File: src/rtl/saturn_seq_pkg.sv
// Shared types and constants for the Saturn phase sequencer.
package saturn_seq_pkg;

    typedef enum logic [1:0] {
        ST_INIT = 2'd0,
        ST_RUN  = 2'd1,
        ST_HALT = 2'd2
    } seq_state_t;

    localparam logic [1:0] PH0 = 2'd0;
    localparam logic [1:0] PH1 = 2'd1;
    localparam logic [1:0] PH2 = 2'd2;
    localparam logic [1:0] PH3 = 2'd3;

    localparam int DEF_CTR_W = 32;

    function automatic logic [3:0] phase_onehot(input logic [1:0] ph);
        return 4'b0001 << ph;
    endfunction

endpackage

File: src/rtl/saturn_clk_en_div.sv
// Clock-enable divider: one registered pulse every CLK_DIV clocks (CLK_DIV in 1..16).
module saturn_clk_en_div #(
    parameter int CLK_DIV = 2
) (
    input  logic clk,
    input  logic reset,
    output logic clk_en
);

    localparam logic [3:0] LAST = 4'(CLK_DIV - 1);

    logic [3:0] cnt;

    always_ff @(posedge clk) begin
        if (reset) begin
            cnt    <= '0;
            clk_en <= 1'b0;
        end else if (cnt == LAST) begin
            cnt    <= '0;
            clk_en <= 1'b1;
        end else begin
            cnt    <= cnt + 4'd1;
            clk_en <= 1'b0;
        end
    end

endmodule

File: src/rtl/saturn_phase_sequencer.sv
// Saturn core timing: clock enable, 4-phase rotation, cycle counter, busy stalls.
// Debugger halt/single-step is built only with SATURN_SEQ_SINGLE_STEP_EN defined.
module saturn_phase_sequencer
    import saturn_seq_pkg::*;
#(
    parameter int CLK_DIV     = 2,
    parameter int INIT_CYCLES = 8,
    parameter int CTR_W       = DEF_CTR_W
) (
    input  logic             i_clk,
    input  logic             i_reset,
    input  logic             i_bus_busy,
    input  logic             i_alu_busy,
    input  logic             i_exec_unit_busy,
    input  logic             i_dbg_halt,
    input  logic             i_dbg_step,
    output logic             o_clk_en,
    output logic [1:0]       o_phase,
    output logic [3:0]       o_phases,
    output logic [CTR_W-1:0] o_cycle_ctr,
    output logic             o_stalled,
    output logic             o_halted,
    output logic             o_init_done
);

    localparam int IW = (INIT_CYCLES > 1) ? $clog2(INIT_CYCLES) : 1;
    localparam logic [IW-1:0] INIT_LAST = IW'(INIT_CYCLES - 1);

    logic             en_raw, busy;
    seq_state_t       state, state_n;
    logic [1:0]       phase_n;
    logic [CTR_W-1:0] ctr_n;
    logic             stalled_n, init_done_n, step_req, step_req_n;
    logic [IW-1:0]    init_cnt, init_cnt_n;

    saturn_clk_en_div #(.CLK_DIV(CLK_DIV)) u_div (
        .clk    (i_clk),
        .reset  (i_reset),
        .clk_en (en_raw)
    );

    assign busy = i_bus_busy | i_alu_busy | i_exec_unit_busy;

    always_ff @(posedge i_clk) begin
        if (i_reset) begin
            state       <= ST_INIT;
            o_phase     <= PH0;
            o_cycle_ctr <= '0;
            o_stalled   <= 1'b0;
            o_init_done <= 1'b0;
            init_cnt    <= '0;
            step_req    <= 1'b0;
        end else begin
            state       <= state_n;
            o_phase     <= phase_n;
            o_cycle_ctr <= ctr_n;
            o_stalled   <= stalled_n;
            o_init_done <= init_done_n;
            init_cnt    <= init_cnt_n;
            step_req    <= step_req_n;
        end
    end

    // Decisions use the raw divider pulse; it equals o_clk_en everywhere but HALT.
    always_comb begin
        state_n     = state;
        phase_n     = o_phase;
        ctr_n       = o_cycle_ctr;
        stalled_n   = o_stalled;
        init_done_n = o_init_done;
        init_cnt_n  = init_cnt;
        step_req_n  = step_req;
        case (state)
            ST_INIT: begin
                if (en_raw) begin
                    if (init_cnt == INIT_LAST) begin
                        state_n     = ST_RUN;
                        init_done_n = 1'b1;
                        phase_n     = PH0;
                    end else begin
                        init_cnt_n = init_cnt + 1'b1;
                    end
                end
            end
            ST_RUN: begin
                if (en_raw) begin
                    if (busy) begin
                        stalled_n = 1'b1;
                    end else begin
                        stalled_n = 1'b0;
                        phase_n   = o_phase + 2'd1;
                        if (o_phase == PH3) begin
                            ctr_n = o_cycle_ctr + CTR_W'(1);
`ifdef SATURN_SEQ_SINGLE_STEP_EN
                            if (i_dbg_halt) state_n = ST_HALT;
`endif
                        end
                    end
                end
            end
`ifdef SATURN_SEQ_SINGLE_STEP_EN
            ST_HALT: begin
                // A step pulse may land between divider wraps, so it is latched.
                if (i_dbg_step) step_req_n = 1'b1;
                if (en_raw && (!i_dbg_halt || step_req || i_dbg_step)) begin
                    state_n    = ST_RUN;
                    phase_n    = PH0;
                    step_req_n = 1'b0;
                end
            end
`endif
            default: state_n = ST_INIT;
        endcase
    end

    assign o_phases = (state == ST_RUN) ? phase_onehot(o_phase) : 4'b0000;

`ifdef SATURN_SEQ_SINGLE_STEP_EN
    assign o_clk_en = en_raw && (state != ST_HALT);
    assign o_halted = (state == ST_HALT);
`else
    logic unused_dbg;
    assign unused_dbg = i_dbg_halt ^ i_dbg_step ^ step_req;
    assign o_clk_en   = en_raw;
    assign o_halted   = 1'b0;
`endif

endmodule
File: config.mk
export PLATFORM = sky130hd
export DESIGN_NAME = saturn_phase_sequencer
export DESIGN_NICKNAME = d
export VERILOG_FILES = /design/src/rtl/saturn_seq_pkg.sv /design/src/rtl/saturn_clk_en_div.sv /design/src/rtl/saturn_phase_sequencer.sv
export SDC_FILE = /design/constraint.sdc
export NUM_CORES = 1
export LEC_CHECK = 0
export CAP_MARGIN = 30
export CELL_PAD_IN_SITES_DETAIL_PLACEMENT = 0
export CELL_PAD_IN_SITES_GLOBAL_PLACEMENT = 2
export CORE_AREA = 2 2 88 90
export CTS_BUF_LIST = sky130_fd_sc_hd__clkbuf_8
export CTS_CLUSTER_DIAMETER = 60
export DETAILED_ROUTE_END_ITERATION = 8
export DIE_AREA = 0 0 90 92
export PLACE_DENSITY = 0.89
export SYNTH_ARGS = -nofsm -noshare
export SYNTH_HDL_FRONTEND = slang
export SYNTH_SLANG_ARGS = --single-unit
File: constraint.sdc
create_clock -name i_clk -period 3.3 [get_ports i_clk]
set_clock_uncertainty 0.05 [all_clocks]
set_input_delay 0.66 -clock i_clk [delete_from_list [all_inputs] [get_ports i_clk]]
set_output_delay 0.66 -clock i_clk [all_outputs]
set_load 0.02 [all_outputs]
# [Yosys cells after proc, flatten, opt, wreduce, memory -nomap -nowiden]
# Cells that the tools add are included.
[op_classes] addsub=4 eq_ne=8 shifts=1 mux=11 n_bitwise=5 reduce_logical=9
[op_table] cell="32-bit by 1-bit adder with 32-bit output (second input constant)" n=1
[op_table] cell="2-bit 2-to-1 mux" n=6
[op_table] cell="3-bit AND reduction" n=3
[op_table] cell="2-bit case mux with 2 select lines" n=2
[op_table] cell="5-bit AND reduction" n=1
[op_table] cell="4-bit by 1-bit adder with 4-bit output (second input constant)" n=1
[op_table] cell="4-bit by 1-bit == test with 1-bit output (second input constant)" n=1
[op_table] cell="4-bit 2-to-1 mux" n=1
[op_table] cell="2-bit by 1-bit inequality test with 1-bit output (second input constant)" n=2
[op_table] cell="2-bit inequality test (second input constant)" n=2
[op_table] cell="4-bit AND reduction" n=1
[op_table] cell="1-bit by 2-bit left shift with 4-bit output (first input constant)" n=1
[op_table] cell="3-bit by 1-bit adder with 3-bit output (second input constant)" n=1
[op_table] cell="3-bit == test (second input constant)" n=1
[op_table] cell="1-bit NOT" n=3
[op_table] cell="2-bit by 1-bit adder with 2-bit output (second input constant)" n=1
[op_table] cell="2-bit by 1-bit == test with 1-bit output (second input constant)" n=1
[op_table] cell="2-bit == test (second input constant)" n=1
[op_table] cell="2-bit logical NOT" n=1
[op_table] cell="1-bit 2-to-1 mux" n=2
[op_table] cell="1-bit OR" n=2
[op_table] cell="2-bit AND reduction" n=1
[op_table] cell="2-bit nonzero test" n=1
[op_table] cell="2-bit OR reduction" n=1
[word_totals] reg_bits=46 in_bits=7 output_inout_bits=42 elab_cells=46

# [Logic depth before layout (Yosys ltp)]
# Gate-level depths: netlist (run 1).
[logic_depth] ltp_word=5 mapped_depth=8 ltp_nobuf=6

# [Cells and area by module]
# A second synthesis (run 1) with hierarchy kept.
[hier_totals] hier_cells=254 area_unflattened_um2=2180.8
[by_module_without_submodules] module="saturn_phase_sequencer" instances=1 cells_per_inst=235 area_each_um2=1990.7 seq_area_each_um2=800.8
[by_module_without_submodules] module="saturn_clk_en_div" instances=1 cells_per_inst=19 area_each_um2=190.2 seq_area_each_um2=100.1

# [Worst setup path after synthesis (run 1)]
# Ideal clock, no wire load.
[synth_timing] kind="input port to flip-flop" start="input i_alu_busy" end="register o_cycle_ctr[29]" setup_time_ns=0.121 arrival_time_ns=2.542 required_ns=3.129 setup_slack_ns=0.587 cell_stages=7 n_path_buf=3 cell_sequence="or4b_1 > buf_2 > or3_1 > buf_2 > buf_6 > nor4_1 > mux2_2"
[synth_between] elab_chain_cells=4
[synth_rtl] element="from (decl)" line_no="saturn_phase_sequencer.sv:13" source="input logic i_alu_busy,"
[synth_rtl] element="1-bit OR (2 in a row)" line_no="saturn_phase_sequencer.sv:42" source="assign busy = i_bus_busy | i_alu_busy | i_exec_unit_busy;"
[synth_rtl] element="1-bit NOT (no line)"
[synth_rtl] element="4-bit AND reduction (no line)"
[synth_rtl] element="to (signal assigned)" line_no="saturn_phase_sequencer.sv:56" source="o_cycle_ctr <= ctr_n;"
[synth_rtl] element="to (decl)" line_no="saturn_phase_sequencer.sv:20" source="output logic [CTR_W-1:0] o_cycle_ctr,"
# Every way passes these cells.
# A chain may end at the register's enable or synchronous reset.

# [Worst setup path in the final report (run 1)]
# Ends and elaborated chain as after synthesis.

==> impl_metrics.json, run 1 <==
{
  "hold_path.class": "register to register",
  "place.gp.congestion": 0.792,
  "clock-sinks": 45,
  "synth_edf_count": 0,
  "finalSetupTns_ps": 0,
  "antenna_found_initial": 0,
  "grt_util_met2_pct": 20.4,
  "diodes": 0,
  "postCtsSetupBuffers": 0,
  "fin_crit_sh_pct": 84.8,
  "grt-ovfl-total": 0,
  "layout.cells.non_filler": 400,
  "finalHoldViolations": 0,
  "seq_area_um2": 901,
  "mappedNetlistArea_mm2": 0.00221,
  "max_freq_mhz": 357,
  "yosys.area.top_type": "dfxtp_1",
  "maxCapViolCount": 0,
  "worst-path-buf-inv": 2,
  "cts_made_buffers": 5,
  "yosys-top-cells-area": "dfxtp_1, a21oi_1, o31ai_1, or4_1, ha_1",
  "outcome": "finished clean",
  "dp_cells": 392,
  "synthAdderAreaFrac_pct": 5.09,
  "path_clk_slew_ps": 100,
  "tightest_slew_ps": 666,
  "cpMaxStageDelayCell": "or4b_1",
  "fp-row-count": 32,
  "ant_nets": 0,
  "ys_async_sr_fraction_pct": 0,
  "htree_levels": 2,
  "multi_input_area_mm2": 0.00120,
  "ir_drop_uv": 161,
  "syn_avg_cell_area_um2": 8.64,
  "fp.coreArea_mm2": 0.00745,
  "grtUsageTotal_pct": 12.9,
  "worst_slack_ps": 502,
  "path_max_fanout": 25,
  "ys_seq_area_share_pct": 40.7,
  "grt_max_degree": 26,
  "use_met1_pct": 17.2,
  "synth_top_family_by_area": "simple AND/OR/NAND/NOR gates",
  "die_area_mm2": 0.00828,
  "root_buffer": "clkbuf_8",
  "synthCells": 256,
  "synthesis.nets": 272,
  "grt_setup_unrepaired": "no",
  "synth_ff_type": "dfxtp_1",
  "final_nets": 313,
  "end_kind": "register",
  "wl_mm": 5.36,
  "drc": 0,
  "wire_per_inst_um": 13.4,
  "ctsResizeCount": 0,
  "crit_family": "simple AND/OR/NAND/NOR gates",
  "setup_violations": 0,
  "arrival_ps": 2930,
  "critPathRequiredTime_ps": 3440,
  "yosysWarnings": 0,
  "power_uw": 961,
  "grt_pass1_wl_mm": 8.86,
  "ys_ff_latch": 45,
  "synth-simple-area-share_pct": 27.7,
  "drt_iter0_drc": 76,
  "crit_type": "input pin to register",
  "cts_hold_buffers": 0,
  "clk_latency_ps": 300,
  "synth_top_area_share_pct": 40.7,
  "routed_via_density": 5.08,
  "drive_gt1_share_pct": 6.04,
  "io_pins": 49,
  "synthMuxAreaShare_pct": 2.88,
  "drt-pass1-iter-count": 4,
  "synthXorXnorAreaFrac_pct": 3.96,
  "leakage_nw": 0.894,
  "synth_compound_area_share_pct": 14.5,
  "fp.dieH_um": 92,
  "grt_busiest_layer": "met2",
  "max-clock-path-buffers": 2,
  "layout_min_cycle_time_ps": 2800,
  "area_growth_pct": 28.6,
  "hpwl_mm": 3.65,
  "start_kind": "input pin",
  "place_area_mm2": 0.00275,
  "post-place-ws_ps": 188,
  "portBuffers": 45,
  "cts_tree": "yes",
  "power.density_mw_per_mm2": 338,
  "crit_path_max_incr_delay_ps": 550,
  "met3_usage_pct": 3.53,
  "grt_pass1_vias": 1891,
  "dr_total_vias": 2030,
  "die_w_um": 90,
  "slew_headroom_pct": 55.4,
  "cp_cell_sequence": "clkdlybuf4s50_1 -> or4b_1 -> or3_1 -> buf_4 -> nor4_1 -> mux2_2",
  "slew_viol_final": 0,
  "ys_types": 37,
  "start_util_pct": 29.7,
  "yosys-top-cells-count": "dfxtp_1, a21oi_1, nor2_1",
  "fillCellCount": 796,
  "synth_most_common_cell": "dfxtp_1",
  "fin_area_mm2": 0.00284
}
## worst paths after layout
path / depth (start not counted) / to / from / slack, ps
setup reg to reg: 5 / o_cycle_ctr[29]$_SDFFE_PP0P_ / u_div.clk_en$_SDFF_PP0_ / 890
setup / recovery: 6 / o_cycle_ctr[29]$_SDFFE_PP0P_ / i_alu_busy / 500
hold reg to reg: 2 / o_init_done$_SDFFE_PP0P_ / o_init_done$_SDFFE_PP0P_ / 430
hold / removal: 2 / o_init_done$_SDFFE_PP0P_ / o_init_done$_SDFFE_PP0P_ / 430
## sequential cells by signal (all words and copies together), names as in the netlist
register and flops:
state 1, o_init_done 1, o_stalled 1, u_div.clk_en 1
init_cnt 3, o_phase 2, o_cycle_ctr 32, u_div.cnt 4
## layout make-up
class	count	area share, %
multi-input combinational	185	42.2
timing repair buffer	50	17.2
inverter	10	1.32
clock buffer	5	2.42
clock inverter	3	0.748
tap	102	4.49
sequential	45	31.7
## placed cells by master, fill, tap and decap left out, drive strengths merged
cell	netlist	layout
and3	3	3
nor2b	4	4
nor3	4	4
xnor2	7	7
o31ai	16	16
o31a	1	1
nand4	7	7
mux2	3	3
nor2	22	22
a21oi	24	24
buf	4	5
or4b	1	1
inv	10	11
clkbuf	12	5
nor4	6	6
clkdlybuf4s50	0	45
nand3	14	14
dfxtp	45	45
xor2	3	3
or3	4	4
o2bb2ai	1	1
a311oi	1	1
and4	6	6
conb	1	1
and2	3	3
ha	9	9
nor3b	2	2
o21ai	6	6
clkinvlp	0	1
mux2i	3	3
o21ba	1	1
nor4b	2	2
a22oi	1	1
or4	16	16
nand2	13	13
a31oi	1	1
clkinv	0	1
## layer usage
metal	vias to the layer above	share of wire (%)	wire length, µm
met1	959	49	2630
met5	-	0	0
met4	0	0.67	36
li1	1023	-	-
met2	46	45	2420
met3	2	5.1	275
## cells by family after synthesis
family | count (synthesis)
and+or+nand+nor | 107
AOI/OAI and AO/OA | 52
DFF | 45
buffers and inverters | 26
xor gates and xnor gates | 10
adders and majority gates | 9
muxes | 6
other | 1
## power breakdown
part	switching [mW]	internal, mW	leakage (nW)
Combinational	0.0264	0.0231	0.487
Sequential	0.00906	0.551	0.363
Clock	0.201	0.151	0.0445
Total	0.236	0.725	0.894
## metrics by stage
step | utilization (%) | hold slack, ps
2_1_floorplan | - | 414
3_3_place_gp | 37.0 | 413
3_5_place_dp | 37.0 | 422
4_1_cts | 38.2 | 448
5_1_grt | 38.2 | 478
6_report | 38.2 | 434
## worst reg2reg max path, cell delays in order (launching register included)
cell and delay (ps):
dfxtp_1 490, or4b_1 490, or3_1 360, buf_4 230, nor4_1 320, mux2_2 370
No activity file was read; power rests on OpenSTA's default activity.
==> inputs of run 2 (changes only) <==
CORE_AREA = 2 2 92 94   (was 2 2 88 90)
DIE_AREA = 0 0 94 96   (was 0 0 90 92)
PLACE_DENSITY = 0.86   (was 0.89)
clock period = 2.5 ns   (was 3.3 ns; I/O delays follow)
==> impl_metrics.json, run 2 (same netlist as run 1, synthesis figures left out) <==
{
  "die_w_um": 94,
  "ant_nets": 0,
  "reg2reg_depth": 5,
  "clk_latency_ps": 290,
  "worst-path-buf-inv": 2,
  "outcome": "finished clean",
  "area_growth_pct": 39.6,
  "crit_path_max_incr_delay_ps": 500,
  "holdWs_ps": 432,
  "reg2reg_slack_ps": 340,
  "fp.coreArea_mm2": 0.00805,
  "grt_pass1_wl_mm": 9.13,
  "p_seq_share_pct": 53.6,
  "wl_mm": 5.63,
  "max_freq_mhz": 408,
  "tightest_slew_ps": 655,
  "root_buffer": "clkbuf_8",
  "drt_iter0_drc": 62,
  "cts_tree": "yes",
  "layout_commonest_cell": "dfxtp_1",
  "start_kind": "input pin",
  "hold_path.class": "register to register",
  "place_area_mm2": 0.00289,
  "maxCapViolCount": 0,
  "cp_cell_sequence": "clkdlybuf4s50_1 -> or4b_4 -> or3_4 -> buf_12 -> or4_1 -> a21oi_1",
  "critPathRequiredTime_ps": 2680,
  "fillCellCount": 837,
  "hpwl_mm": 3.97,
  "finalSetupTns_ps": 0,
  "drt-pass1-iter-count": 4,
  "path_clk_slew_ps": 90,
  "reg2reg_from": "u_div.clk_en$_SDFF_PP0_",
  "p_switching_uw": 288,
  "crit_type": "input pin to register",
  "drc": 0,
  "regMostFlops": "o_cycle_ctr",
  "ir_drop_uv": 197,
  "portBuffers": 45,
  "largestRegisters": "o_cycle_ctr (32), u_div.cnt (4), init_cnt (3)",
  "arrival_ps": 2630,
  "cts_made_buffers": 5,
  "final_cell_mix": "dfxtp_1, clkdlybuf4s50_1, a21oi_1, nor2_1, buf_4",
  "path_max_fanout": 10,
  "holdPathEnd": "o_init_done$_SDFFE_PP0P_",
  "hp-start": "o_init_done$_SDFFE_PP0P_",
  "dr_total_vias": 2120,
  "finalHoldViolations": 0,
  "max-clock-path-buffers": 2,
  "layout_min_cycle_time_ps": 2450,
  "place.gp.congestion": 0.748,
  "grt_max_degree": 23,
  "rr_endpoint": "o_cycle_ctr[23]$_SDFFE_PP0P_",
  "grt_pass1_vias": 1918,
  "cpMaxStageDelayCell": "or4b_4",
  "antenna_found_initial": 0,
  "start_util_pct": 27.5,
  "clock-sinks": 45,
  "p_int_mw": 1.09,
  "fp-row-count": 33,
  "holdPathStages": 2,
  "routed_via_density": 5.04,
  "die_area_mm2": 0.00902,
  "fin_crit_sh_pct": 98.1,
  "pwr-share-comb_pct": 5.6,
  "switching_share_pct": 21.0,
  "htree_levels": 2,
  "final_nets": 331,
  "grt_setup_unrepaired": "no",
  "slew_headroom_pct": 56.2,
  "end_kind": "register",
  "grtUsageTotal_pct": 12.5,
  "fp.dieH_um": 96,
  "drive_gt1_share_pct": 13.3,
  "diodes": 0,
  "crit_family": "simple AND/OR/NAND/NOR gates",
  "leakage_nw": 1.05,
  "io_pins": 49,
  "power.density_mw_per_mm2": 445,
  "largest_reg_flops": 32,
  "slew_viol_final": 0,
  "fin_area_mm2": 0.00309,
  "grt-ovfl-total": 0,
  "wire_per_inst_um": 13.4,
  "setup_violations": 0,
  "clkPwrFrac_pct": 40.8
}
==> run 2: cell types whose count changed in the layout (fill, tap and decap cells not counted), sizes merged, moves of 2 or more <==
cell,before,now
clkdlybuf4s50,45,43
buf,5,22
clkbuf,5,7
dlymetal6s2s,0,2
==> run 2: tightest hold or removal path: stages, from the launching register on <==
cell     delay, ps
dfxtp_1        340
a31oi_1         40
nor2_1          70
==> run 2: repair_timing <==
action / CTS / global route
hold buffers: 0 / 0
endpoints found under the setup margin: 6 / 10
pin swaps: 0 / 7
resized for setup: 3 / 9
endpoints found under the hold margin: 0 / 0
buffers inserted: 0 / 4
==> run 2: metal layers <==
metal  wire length, µm  global-route usage [%]  up-vias  share of wire [%]
met5                 0                       0        -                  0
met4                29                    3.02        0               0.52
met3               230                    3.21        2                4.1
met2              2700                    20.8       40                 48
met1              2670                    16.3     1021                 47
li1                  -                       -     1057                  -
==> run 2: worst max path at each step <==
stage,endpoint,from,cells past startpoint,slack [ps]
6_report,o_cycle_ctr[23]$_SDFFE_PP0P_,i_alu_busy,6,50
5_1_grt,o_cycle_ctr[31]$_SDFFE_PP0P_,i_alu_busy,6,7
4_1_cts,o_cycle_ctr[31]$_SDFFE_PP0P_,i_alu_busy,6,0.3
3_5_place_dp,o_cycle_ctr[21]$_SDFFE_PP0P_,i_alu_busy,6,-350
3_3_place_gp,o_cycle_ctr[17]$_SDFFE_PP0P_,i_alu_busy,6,-300
2_1_floorplan,o_cycle_ctr[31]$_SDFFE_PP0P_,i_alu_busy,7,6
==> run 2: final cells by class <==
cell class	count	area [µm²]	area share, %
clock buffers	6	82.6	2.67
clock inverters	2	33.8	1.09
inverters	10	37.5	1.22
multi-input cells	185	1240	40.3
flip-flops and latches	45	901	29.2
well taps	105	131	4.25
repair buffers	68	657	21.3
==> run 2: power by group through the flow <==
stage / logic (mW) / registers [mW] / clock network (mW)
finish: 0.0776 / 0.737 / 0.560
CTS: 0.0789 / 0.737 / 0.584
floorplan: 0.0437 / 0.755 / 0
global route: 0.0875 / 0.739 / 0.608
detailed placement: 0.0787 / 0.754 / 0
global placement: 0.0779 / 0.753 / 0
==> run 2: metrics by stage <==
stage	setup WS [ps]	util, %	cells	total power [mW]
5_1_grt	6.66	38.4	421	1.43
6_report	47.4	38.4	421	1.37
4_1_cts	0.285	37.6	417	1.40
3_3_place_gp	-304	35.9	409	0.830
3_5_place_dp	-349	35.9	409	0.832
2_1_floorplan	6.05	-	256	0.799
